**config.mk**
```make
export PLATFORM = sky130hd
export DESIGN_NAME = multiplier_seq
export DESIGN_NICKNAME = d
export VERILOG_FILES = /design/src/rtl/multiplier_seq.sv
export SDC_FILE = /design/constraint.sdc
export NUM_CORES = 1
export LEC_CHECK = 0
export CAP_MARGIN = 20
export CORE_MARGIN = 4
export CORE_UTILIZATION = 45
export CTS_BUF_LIST = sky130_fd_sc_hd__clkbuf_4
export CTS_CLUSTER_SIZE = 8
export DETAILED_ROUTE_END_ITERATION = 8
export MAX_ROUTING_LAYER = met4
export PLACE_DENSITY = 0.72
export SETUP_SLACK_MARGIN = 0.15
export SYNTH_ARGS = -nofsm -noshare
export SYNTH_HDL_FRONTEND = slang
export SYNTH_SLANG_ARGS = --single-unit
```
**constraint.sdc**
```tcl
create_clock -name clk_i -period 5 [get_ports clk_i]
set_input_delay 1.25 -clock clk_i [delete_from_list [all_inputs] [get_ports clk_i]]
set_output_delay 1.25 -clock clk_i [all_outputs]
set_load 0.005 [all_outputs]
```
**src/rtl/multiplier_seq.sv**
```systemverilog
// Sequential signed multiply-accumulate: p = m*b + r, one shift-add step per clock.
// Rebuilds a dividend from quotient/divisor/remainder; ovf flags a result wider than N bits.
module multiplier_seq #(
  parameter int unsigned N = 5
) (
  input  logic           clk_i,
  input  logic           rst_ni,
  input  logic           start_i,
  input  logic [N-1:0]   m_i,
  input  logic [N-1:0]   b_i,
  input  logic [N-1:0]   r_i,
  output logic [2*N-1:0] p_o,
  output logic           busy_o,
  output logic           valid_o,
  output logic           ovf_o
);

  localparam int unsigned W    = 2 * N;
  localparam int unsigned CntW = $clog2(N + 1);

  typedef enum logic [1:0] {StIdle, StRun, StFix} state_e;

  state_e          state_q;
  logic            sign_q;
  logic [W-1:0]    r_ext_q;
  logic [W-1:0]    acc_q;
  logic [W-1:0]    mcand_q;
  logic [N-1:0]    mplier_q;
  logic [CntW-1:0] count_q;
  logic [W-1:0]    p_q;
  logic            valid_q;
  logic            ovf_q;

  logic [N-1:0]    mag_m;
  logic [N-1:0]    mag_b;
  logic [W-1:0]    p_d;
  logic [N:0]      p_top;
  logic            ovf_d;

  // The most negative operand negates onto itself, which reads correctly as unsigned 2^(N-1).
  always_comb begin
    mag_m = m_i[N-1] ? (~m_i + N'(1)) : m_i;
    mag_b = b_i[N-1] ? (~b_i + N'(1)) : b_i;
    p_d   = (sign_q ? (~acc_q + W'(1)) : acc_q) + r_ext_q;
    p_top = p_d[W-1:N-1];
    ovf_d = !((&p_top) || !(|p_top));
  end

  always_ff @(posedge clk_i or negedge rst_ni) begin
    if (!rst_ni) begin
      state_q  <= StIdle;
      sign_q   <= 1'b0;
      r_ext_q  <= '0;
      acc_q    <= '0;
      mcand_q  <= '0;
      mplier_q <= '0;
      count_q  <= '0;
      p_q      <= '0;
      valid_q  <= 1'b0;
      ovf_q    <= 1'b0;
    end else begin
      valid_q <= 1'b0;
      case (state_q)
        StIdle: begin
          if (start_i) begin
            sign_q   <= m_i[N-1] ^ b_i[N-1];
            r_ext_q  <= {{N{r_i[N-1]}}, r_i};
            acc_q    <= '0;
            mcand_q  <= {{N{1'b0}}, mag_m};
            mplier_q <= mag_b;
            count_q  <= CntW'(N);
            state_q  <= StRun;
          end
        end
        StRun: begin
          if (mplier_q[0]) begin
            acc_q <= acc_q + mcand_q;
          end
          mcand_q  <= mcand_q << 1;
          mplier_q <= mplier_q >> 1;
          count_q  <= count_q - CntW'(1);
          if (count_q == CntW'(1)) begin
            state_q <= StFix;
          end
        end
        StFix: begin
          p_q     <= p_d;
          ovf_q   <= ovf_d;
          valid_q <= 1'b1;
          state_q <= StIdle;
        end
        default: state_q <= StIdle;
      endcase
    end
  end

  assign p_o     = p_q;
  assign busy_o  = (state_q != StIdle);
  assign valid_o = valid_q;
  assign ovf_o   = ovf_q;

endmodule

```
# Yosys cells after proc, flatten, opt, wreduce, memory -nomap -nowiden
# Index checks and enable logic that the tools add are counted.
# W data, S select, Z words.
dict set report totals {
  regBits 48
  input_bits 18
  out_inout_bits 13
  elab_cells 54
}
dict set report op_classes {
  n_addsub 6
  n_eq_ne 6
  n_mux 16
  n_bitwise 4
  n_reduce_logical 12
}
# cell n
set op_table {}
lappend op_table {{$mux W10} 4}
lappend op_table {{$pmux W10 S2} 2}
lappend op_table {{$add A10 B10 Y10} 2}
lappend op_table {{$mux W5} 3}
lappend op_table {{$add A10 B1 Y10 const B} 1}
lappend op_table {{$add A5 B1 Y5 const B} 2}
lappend op_table {{$not A10 Y10} 1}
lappend op_table {{$not A5 Y5} 2}
lappend op_table {{$pmux W5 S2} 1}
lappend op_table {{$ne A2 B2 Y1 const B} 3}
lappend op_table {{$pmux W3 S2} 1}
lappend op_table {{$reduce_and A2 Y1} 3}
lappend op_table {{$reduce_and A6 Y1} 1}
lappend op_table {{$reduce_or A6 Y1} 1}
lappend op_table {{$mux W2} 2}
lappend op_table {{$pmux W2 S2} 1}
lappend op_table {{$reduce_bool A2 Y1} 2}
lappend op_table {{$eq A3 B1 Y1 const B} 1}
lappend op_table {{$mux W3} 1}
lappend op_table {{$reduce_and A3 Y1} 1}
lappend op_table {{$sub A3 B1 Y3 const B} 1}
lappend op_table {{$eq A2 B1 Y1 const B} 1}
lappend op_table {{$eq A2 B2 Y1 const B} 1}
lappend op_table {{$logic_not A1 Y1} 2}
lappend op_table {{4 further kinds} 4}

# Depth between registers and ports, before layout
# Gate-level depths: netlist of run 1.
dict set report logic_depth {
  word_depth 8
  depth_mapped 14
  ltp_nobuf 13
}

# Least setup slack after synthesis of run 1
# No wires, ideal clock.
dict set report synth_timing {
  path_type {register to register}
  startpoint {reg acc_q[1]}
  endpoint {reg ovf_q (netlist: ovf_o)}
  setup_ps 135
  arrival_ps 2821
  required_ps 4865
  path_slack_ps 2044
  path_stages_with_launch 15
  path_buffers 1
  period_less_slack_ps 2956
  path_cell_list {dfrtp_1 -> inv_1 -> ha_1 -> nand2_1 -> or2_2 -> o21ai_0 -> xnor2_1 -> ha_1 -> buf_6 -> a21oi_2 -> o21bai_1 -> a21o_1 -> or3_1 -> a2111oi_2 -> a211oi_1}
}
dict set report synth_via {
  elab_chain_cells 8
  elab_cells_between_ends 9
  classes_between {2 x add/sub; 1 x mux; 1 x bitwise; 5 x reduce/logical}
}
# element line_no
set synth_rtl {}
lappend synth_rtl {{from (decl)} 26} ;# logic [W-1:0] acc_q;
lappend synth_rtl {{from (signal assigned)} 77} ;# acc_q <= acc_q + mcand_q;
lappend synth_rtl {{$not A10 Y10} 44} ;# p_d = (sign_q ? (~acc_q + W'(1)) : acc_q) + r_ext_q;
lappend synth_rtl {{$add A10 B1 Y10} 44}
lappend synth_rtl {{$mux W10 *} 44}
lappend synth_rtl {{$add A10 B10 Y10 *} 44}
lappend synth_rtl {{$reduce_or A6 Y1} 46} ;# ovf_d = !((&p_top) || !(|p_top));
lappend synth_rtl {{$logic_not A1 Y1} 46}
lappend synth_rtl {{$logic_or A1 B1 Y1 *} 46}
lappend synth_rtl {{$logic_not A1 Y1 *} 46}
lappend synth_rtl {{to (signal assigned)} 88} ;# ovf_q <= ovf_d;
lappend synth_rtl {{to (decl)} 32} ;# logic ovf_q;
# Mark *: on every way between the ends. The rest lies on a longest branch, timed or not.
# A chain may end at the register's enable or synchronous reset.

# Worst setup path in the final report of run 1
# Ends and elaborated chain as after synthesis.

==> results of run 1 <==
layer usage:
metal,routed length (um),track usage,vias up
met5,0,-,-
met4,129,0.0528,0
met3,262,0.0317,14
met2,2900,0.278,55
met1,2550,0.176,1124
li1,-,-,1240
stage by stage:
step                      utilization  area (um2)  hold slack (ns)  cells  total power (uW)
after global placement          0.528        3430            0.459    431              2120
after CTS                       0.536        3480            0.499    438              2340
after global routing            0.539        3500            0.519    439              2580
after detailed placement        0.528        3430            0.469    431              2170
after floorplan                     -        3090            0.452    335              1830
final                           0.539        3500            0.491    439              2320
flip-flops by register name, indices dropped and copies added, names as in the netlist:
signal,count
ovf_o,1
acc_q,10
state_q,2
count_q,3
mplier_q,5
r_ext_q,5
sign_q,1
p_o,10
valid_o,1
mcand_q,10
final timing paths:
kind	from	to	slack (ns)
worst max register to register	acc_q[1]$_DFFE_PN0P_	ovf_o$_DFFE_PN0P_	1.87
worst min-delay path	p_o[4]$_DFFE_PN0P_	p_o[4]$_DFFE_PN0P_	0.49
worst min register to register	p_o[4]$_DFFE_PN0P_	p_o[4]$_DFFE_PN0P_	0.49
max in group asynchronous	rst_ni	acc_q[6]$_DFFE_PN0P_	3.76
min in group asynchronous	rst_ni	r_ext_q[2]$_DFFE_PN0P_	0.75
worst max-delay path	acc_q[1]$_DFFE_PN0P_	ovf_o$_DFFE_PN0P_	1.87
synthesized netlist by cell type (all sizes together), types with 2 or more instances:
library cell   n  area, um2
nor3           4       20.0
a32o           3       30.0
a22oi          5       37.5
o211ai         2       15.0
fa             2       40.0
nand3          6       30.0
a221o          3       30.0
a2111oi        2       23.8
or3            2       12.5
buf            2       16.3
a21o           5       37.5
xnor2         20        175
and2           5       31.3
nand2         54        203
or2            4       25.0
a21oi         15       78.8
dfrtp         48       1200
nand2b         4       25.0
o21ai         34        170
o21bai         3       22.5
a31oi          3       25.0
clkbuf        10       37.5
o31ai          7       52.6
a211oi         4       30.0
and3           5       31.3
mux2i          2       20.0
xor2          11       96.3
inv           19       71.3
nor2           8       30.0
nor4           4       31.3
nor2b          4       25.0
ha            25        313
worst reg2reg max path: stages (launching register included):
cell	delay (ns)
dfrtp_1	0.47
inv_1	0.10
ha_1	0.16
nand2_1	0.06
or2_2	0.29
o21ai_0	0.19
xnor2_1	0.09
ha_1	0.39
a21oi_2	0.19
o21bai_1	0.07
a21o_1	0.18
or3_1	0.37
a2111oi_2	0.36
a211oi_1	0.08
cell type report:
| cell class | count | area (um2) |
|---|---|---|
| Inverter | 19 | 71.3 |
| Clock buffer | 5 | 37.5 |
| Sequential cell | 48 | 1200 |
| Clock inverter | 2 | 12.5 |
| Fill cell | 615 | 2990 |
| Multi-Input combinational cell | 256 | 1760 |
| Timing Repair Buffer | 32 | 323 |
| Tap cell | 77 | 96.3 |
report_power, final:
group          total (uW)  switching [uW]  internal [uW]
Sequential            693             148            545
Combinational        1450             771            683
Clock                 174             122           51.5
cells by family (layout without fill, tap and decap cells):
logic type	Yosys count	after routing	synth area share
AOI/OAI and AO/OA	91	91	0.196
xor gates and xnor gates	31	31	0.0880
adders and majority gates	27	27	0.114
buffers and inverters	31	58	0.0405
DFF	48	48	0.389
muxes	3	3	0.0101
and+or+nand+nor	104	104	0.162
==> results_dict.tcl, run 1 <==
set metrics [dict create \
    crit_family "compound AO/OA/AOI/OAI gates" \
    syn_to_final_growth_pct 13.5 \
    wl_per_cell_um 13.3 \
    layout_common_cells "54 x nand2_1, 48 x dfrtp_1, 34 x o21ai_0" \
    die_h_um 90.8 \
    reg2reg_depth 13 \
    setup_viol 0 \
    drv_slew 0 \
    hold_violations 0 \
    grt_first_pass_wirelength_um 10400 \
    start_kind "flip-flop" \
    grtUsageTotal 0.157 \
    slowest_stage "dfrtp_1" \
    max_freq_mhz 319 \
    path_clk_slew_ns 0.13 \
    vias_per_cell 5.54 \
    dr.pass1.iters 4 \
    holdPathStages 2 \
    num_antenna_cells 0 \
    nNetsFinal 407 \
    cp.arrival_ns 3.38 \
    port_buffers 30 \
    synth_ff_type "dfrtp_1" \
    path_class "flip-flop to flip-flop" \
    cpMostUsedCell "ha_1" \
    fin_ws_ns 1.87 \
    gr-total-overflow 0 \
    worst_pin_slew_ns 0.761 \
    hp-class "flip-flop to flip-flop" \
    fin_crit_ns 3.13 \
    antenna_found_initial 0 \
    clock_latency_ns 0.37 \
    clkSinkCount 48 \
    grt_pass1_vias 2403 \
    ios 31 \
    status "complete, no violations" \
    route.vias.total 2433 \
    hpwlAfterDp_um 4520 \
    critPathBufInv 1 \
    critPathCaptureType "flip-flop" \
    ant_nets 0 \
    irDropWorstVdd_mv 0.180 \
    place.gp.congestion 0.792 \
    yosysWarnings 0 \
    path_max_fanout 7 \
    ys_types 47 \
    pwr_density_cell_nw_per_um2 663 \
    ys_ff_latch 48 \
    max_stage_delay_ns 0.47 \
    synthesis.area_um2 3090 \
    dieArea_um2 8250 \
    crit_chain "inv_1 > ha_1 > nand2_1 > or2_2 > o21ai_0 > xnor2_1 > ha_1 > a21oi_2 > o21bai_1 > a21o_1 > or3_1 > a2111oi_2 > a211oi_1" \
    drv_cap 0 \
    yosysSeqAreaShare 0.389 \
    drt-total-wl_um 5850 \
    dp_slack_ns 1.87 \
    rows 29 \
    holdBufCountCts 0 \
    syn_inst 335 \
    die_width_um 90.8 \
    fin_skew_ns 0.0148 \
    cts_resized 0 \
    syn_nets 380 \
    synthArstFlopShare 1.00 \
    core-area_um2 6490 \
    postCtsSetupBuffers 0 \
    maxSlewHeadroom 0.492 \
    min_period_over_period 0.626 \
    clockBufferDepth 2 \
    drive_gt1_frac 0.0552 \
    p_leak_uw 0.00161 \
    drcViolationCount 0 \
    htree_levels 2 \
    synth_edf_count 0 \
    worstPathRequired_ns 5.25 \
    critical_path_depth 13 \
    grt_setup_unrepaired "false" \
    grt_max_degree 49 \
    layout_commonest_cell "nand2_1" \
    start_util 0.475 \
    first_iter_violations 59 \
    cts-root-buf "clkbuf_4" \
    cts_tree "yes" \
    setup_tns_ns 0 \
    syn_area_per_cell_um2 9.21 \
    cts-buffers-inserted 5 \
]
Note: power is estimated with default switching activity, not from simulation.
==> run 2, diff against run 1 <==
==> constraint.sdc (replaced) <==
create_clock -name clk_i -period 3.2 [get_ports clk_i]
set_input_delay 0.8 -clock clk_i [delete_from_list [all_inputs] [get_ports clk_i]]
set_output_delay 0.8 -clock clk_i [all_outputs]
set_load 0.005 [all_outputs]
==> results_dict.tcl, run 2 (same netlist as run 1, synthesis figures left out) <==
set metrics [dict create \
    status "complete, no violations" \
    layout_commonest_cell "nand2_1" \
    pwr_density_cell_nw_per_um2 1080 \
    place.gp.congestion 0.888 \
    cts-buffers-inserted 5 \
    fillerInstances 606 \
    max_freq_mhz 347 \
    dp_slack_ns 0.0838 \
    met3_length_um 264 \
    worstPathRequired_ns 3.46 \
    hold_violations 0 \
    ios 31 \
    fin_crit_ns 2.88 \
    drt-total-wl_um 6240 \
    num_antenna_cells 0 \
    path_clk_slew_ns 0.14 \
    core-area_um2 6490 \
    port_buffers 30 \
    clkSinkCount 48 \
    route.vias.total 2430 \
    wl_per_cell_um 14.0 \
    final_core_util 0.558 \
    setup_viol 0 \
    grtUsageTotal 0.163 \
    die_width_um 90.8 \
    path_max_fanout 7 \
    drv_cap 0 \
    worst_pin_slew_ns 0.665 \
    die_h_um 90.8 \
    rows 29 \
    maxSlewHeadroom 0.556 \
    multi_input_area_um2 1840 \
    drcViolationCount 0 \
    hp-class "primary input to asynchronous set/reset pin" \
    nNetsFinal 412 \
    wl_met1_um 2680 \
    gr-total-overflow 0 \
    crit_family "simple AND/OR/NAND/NOR gates" \
    wl_met2_um 3200 \
    cp.arrival_ns 3.15 \
    path_class "flip-flop to flip-flop" \
    cts_tree "yes" \
    holdBufCountCts 0 \
    setup_tns_ns 0 \
    critPathBufInv 1 \
    dieArea_um2 8250 \
    drv_slew 0 \
    fin_skew_ns 0.00931 \
    syn_to_final_growth_pct 17.4 \
    ant_nets 0 \
    vias_per_cell 5.46 \
    clock_latency_ns 0.37 \
    htree_levels 2 \
    p_total_uw 3910 \
    irDropWorstVdd_mv 0.322 \
    crit_chain "inv_1 > ha_2 > nand2_1 > or2_4 > o21ai_4 > xnor2_2 > ha_4 > a21oi_2 > o21bai_1 > a21o_1 > or3_4 > and2_1 > mux2_2" \
    critPathCaptureType "flip-flop" \
    grt_pass1_vias 2448 \
    hpwlAfterDp_um 4780 \
    max_stage_delay_ns 0.41 \
    cts-root-buf "clkbuf_4" \
    start_kind "flip-flop" \
    grt_setup_unrepaired "false" \
    holdWs_ns 0.284 \
    clockBufferDepth 2 \
    dr.pass1.iters 4 \
    highest-signal-layer "met4" \
    fin_ws_ns 0.316 \
    seq_area_um2 1200 \
    start_util 0.475 \
    layout_common_cells "54 x nand2_1, 47 x dfrtp_1, 33 x o21ai_0" \
    first_iter_violations 63 \
    drive_gt1_frac 0.0978 \
    grt_max_degree 49 \
    slowest_stage "dfrtp_1" \
    p_leak_uw 0.00165 \
    grt_first_pass_wirelength_um 11000 \
    min_period_over_period 0.901 \
    antenna_found_initial 0 \
]
[run 2: metal layers]
layer | vias to the layer above | global-route usage
li1 | 1246 | -
met3 | 11 | 0.0367
met2 | 42 | 0.296
met5 | - | -
met1 | 1131 | 0.180
met4 | 0 | 0.0427
[run 2: what timing repair did]
action | CTS | global route
pin swaps | 0 | 4
resized for setup | 4 | 12
endpoints found under the setup margin | 2 | 2
setup buffers | 0 | 1
[run 2: worst paths after layout]
check	startpoint	to	slack [ns]	cells past startpoint
min in group clk_i	p_o[1]$_DFFE_PN0P_	p_o[1]$_DFFE_PN0P_	0.49	2
hold / removal	rst_ni	p_o[4]$_DFFE_PN0P_	0.28	1
setup / recovery	acc_q[1]$_DFFE_PN0P_	p_o[9]$_DFFE_PN0P_	0.32	13
hold reg to reg	p_o[1]$_DFFE_PN0P_	p_o[1]$_DFFE_PN0P_	0.49	2
max in group asynchronous	rst_ni	p_o[9]$_DFFE_PN0P_	2.44	2
setup reg to reg	acc_q[1]$_DFFE_PN0P_	p_o[9]$_DFFE_PN0P_	0.32	13
[run 2: report_power, final]
group	leakage (uW)	internal [uW]	switching [uW]
logic	0.00101	1200	1330
clock network	0.0000293	92.4	193
registers	0.000609	852	240
[run 2: stage by stage]
step	cell area [um2]	instances
global route	3620	445
CTS	3520	443
floorplan	3090	335
finish	3620	445
global placement	3460	435
detailed placement	3460	435
[run 2: worst reg2reg max path: cells and delay by family (launching register included)]
kind                       cells  cell delay, ns
and+or+nand+nor                4            0.87
AOI/OAI and AO/OA              4            0.58
adders and majority gates      2            0.43
DFF                            1            0.41
muxes                          1            0.26
xor gates and xnor gates       1            0.15
buffers and inverters          1            0.08
[run 2: final cells by class]
| type | count | share of cell area |
|---|---|---|
| Timing Repair Buffer | 37 | 0.0994 |
| Clock buffer | 6 | 0.0124 |
| Tap cell | 77 | 0.0266 |
| Sequential cell | 48 | 0.332 |
| Inverter | 19 | 0.0197 |
| Multi-Input combinational cell | 256 | 0.507 |
| Clock inverter | 2 | 0.00311 |
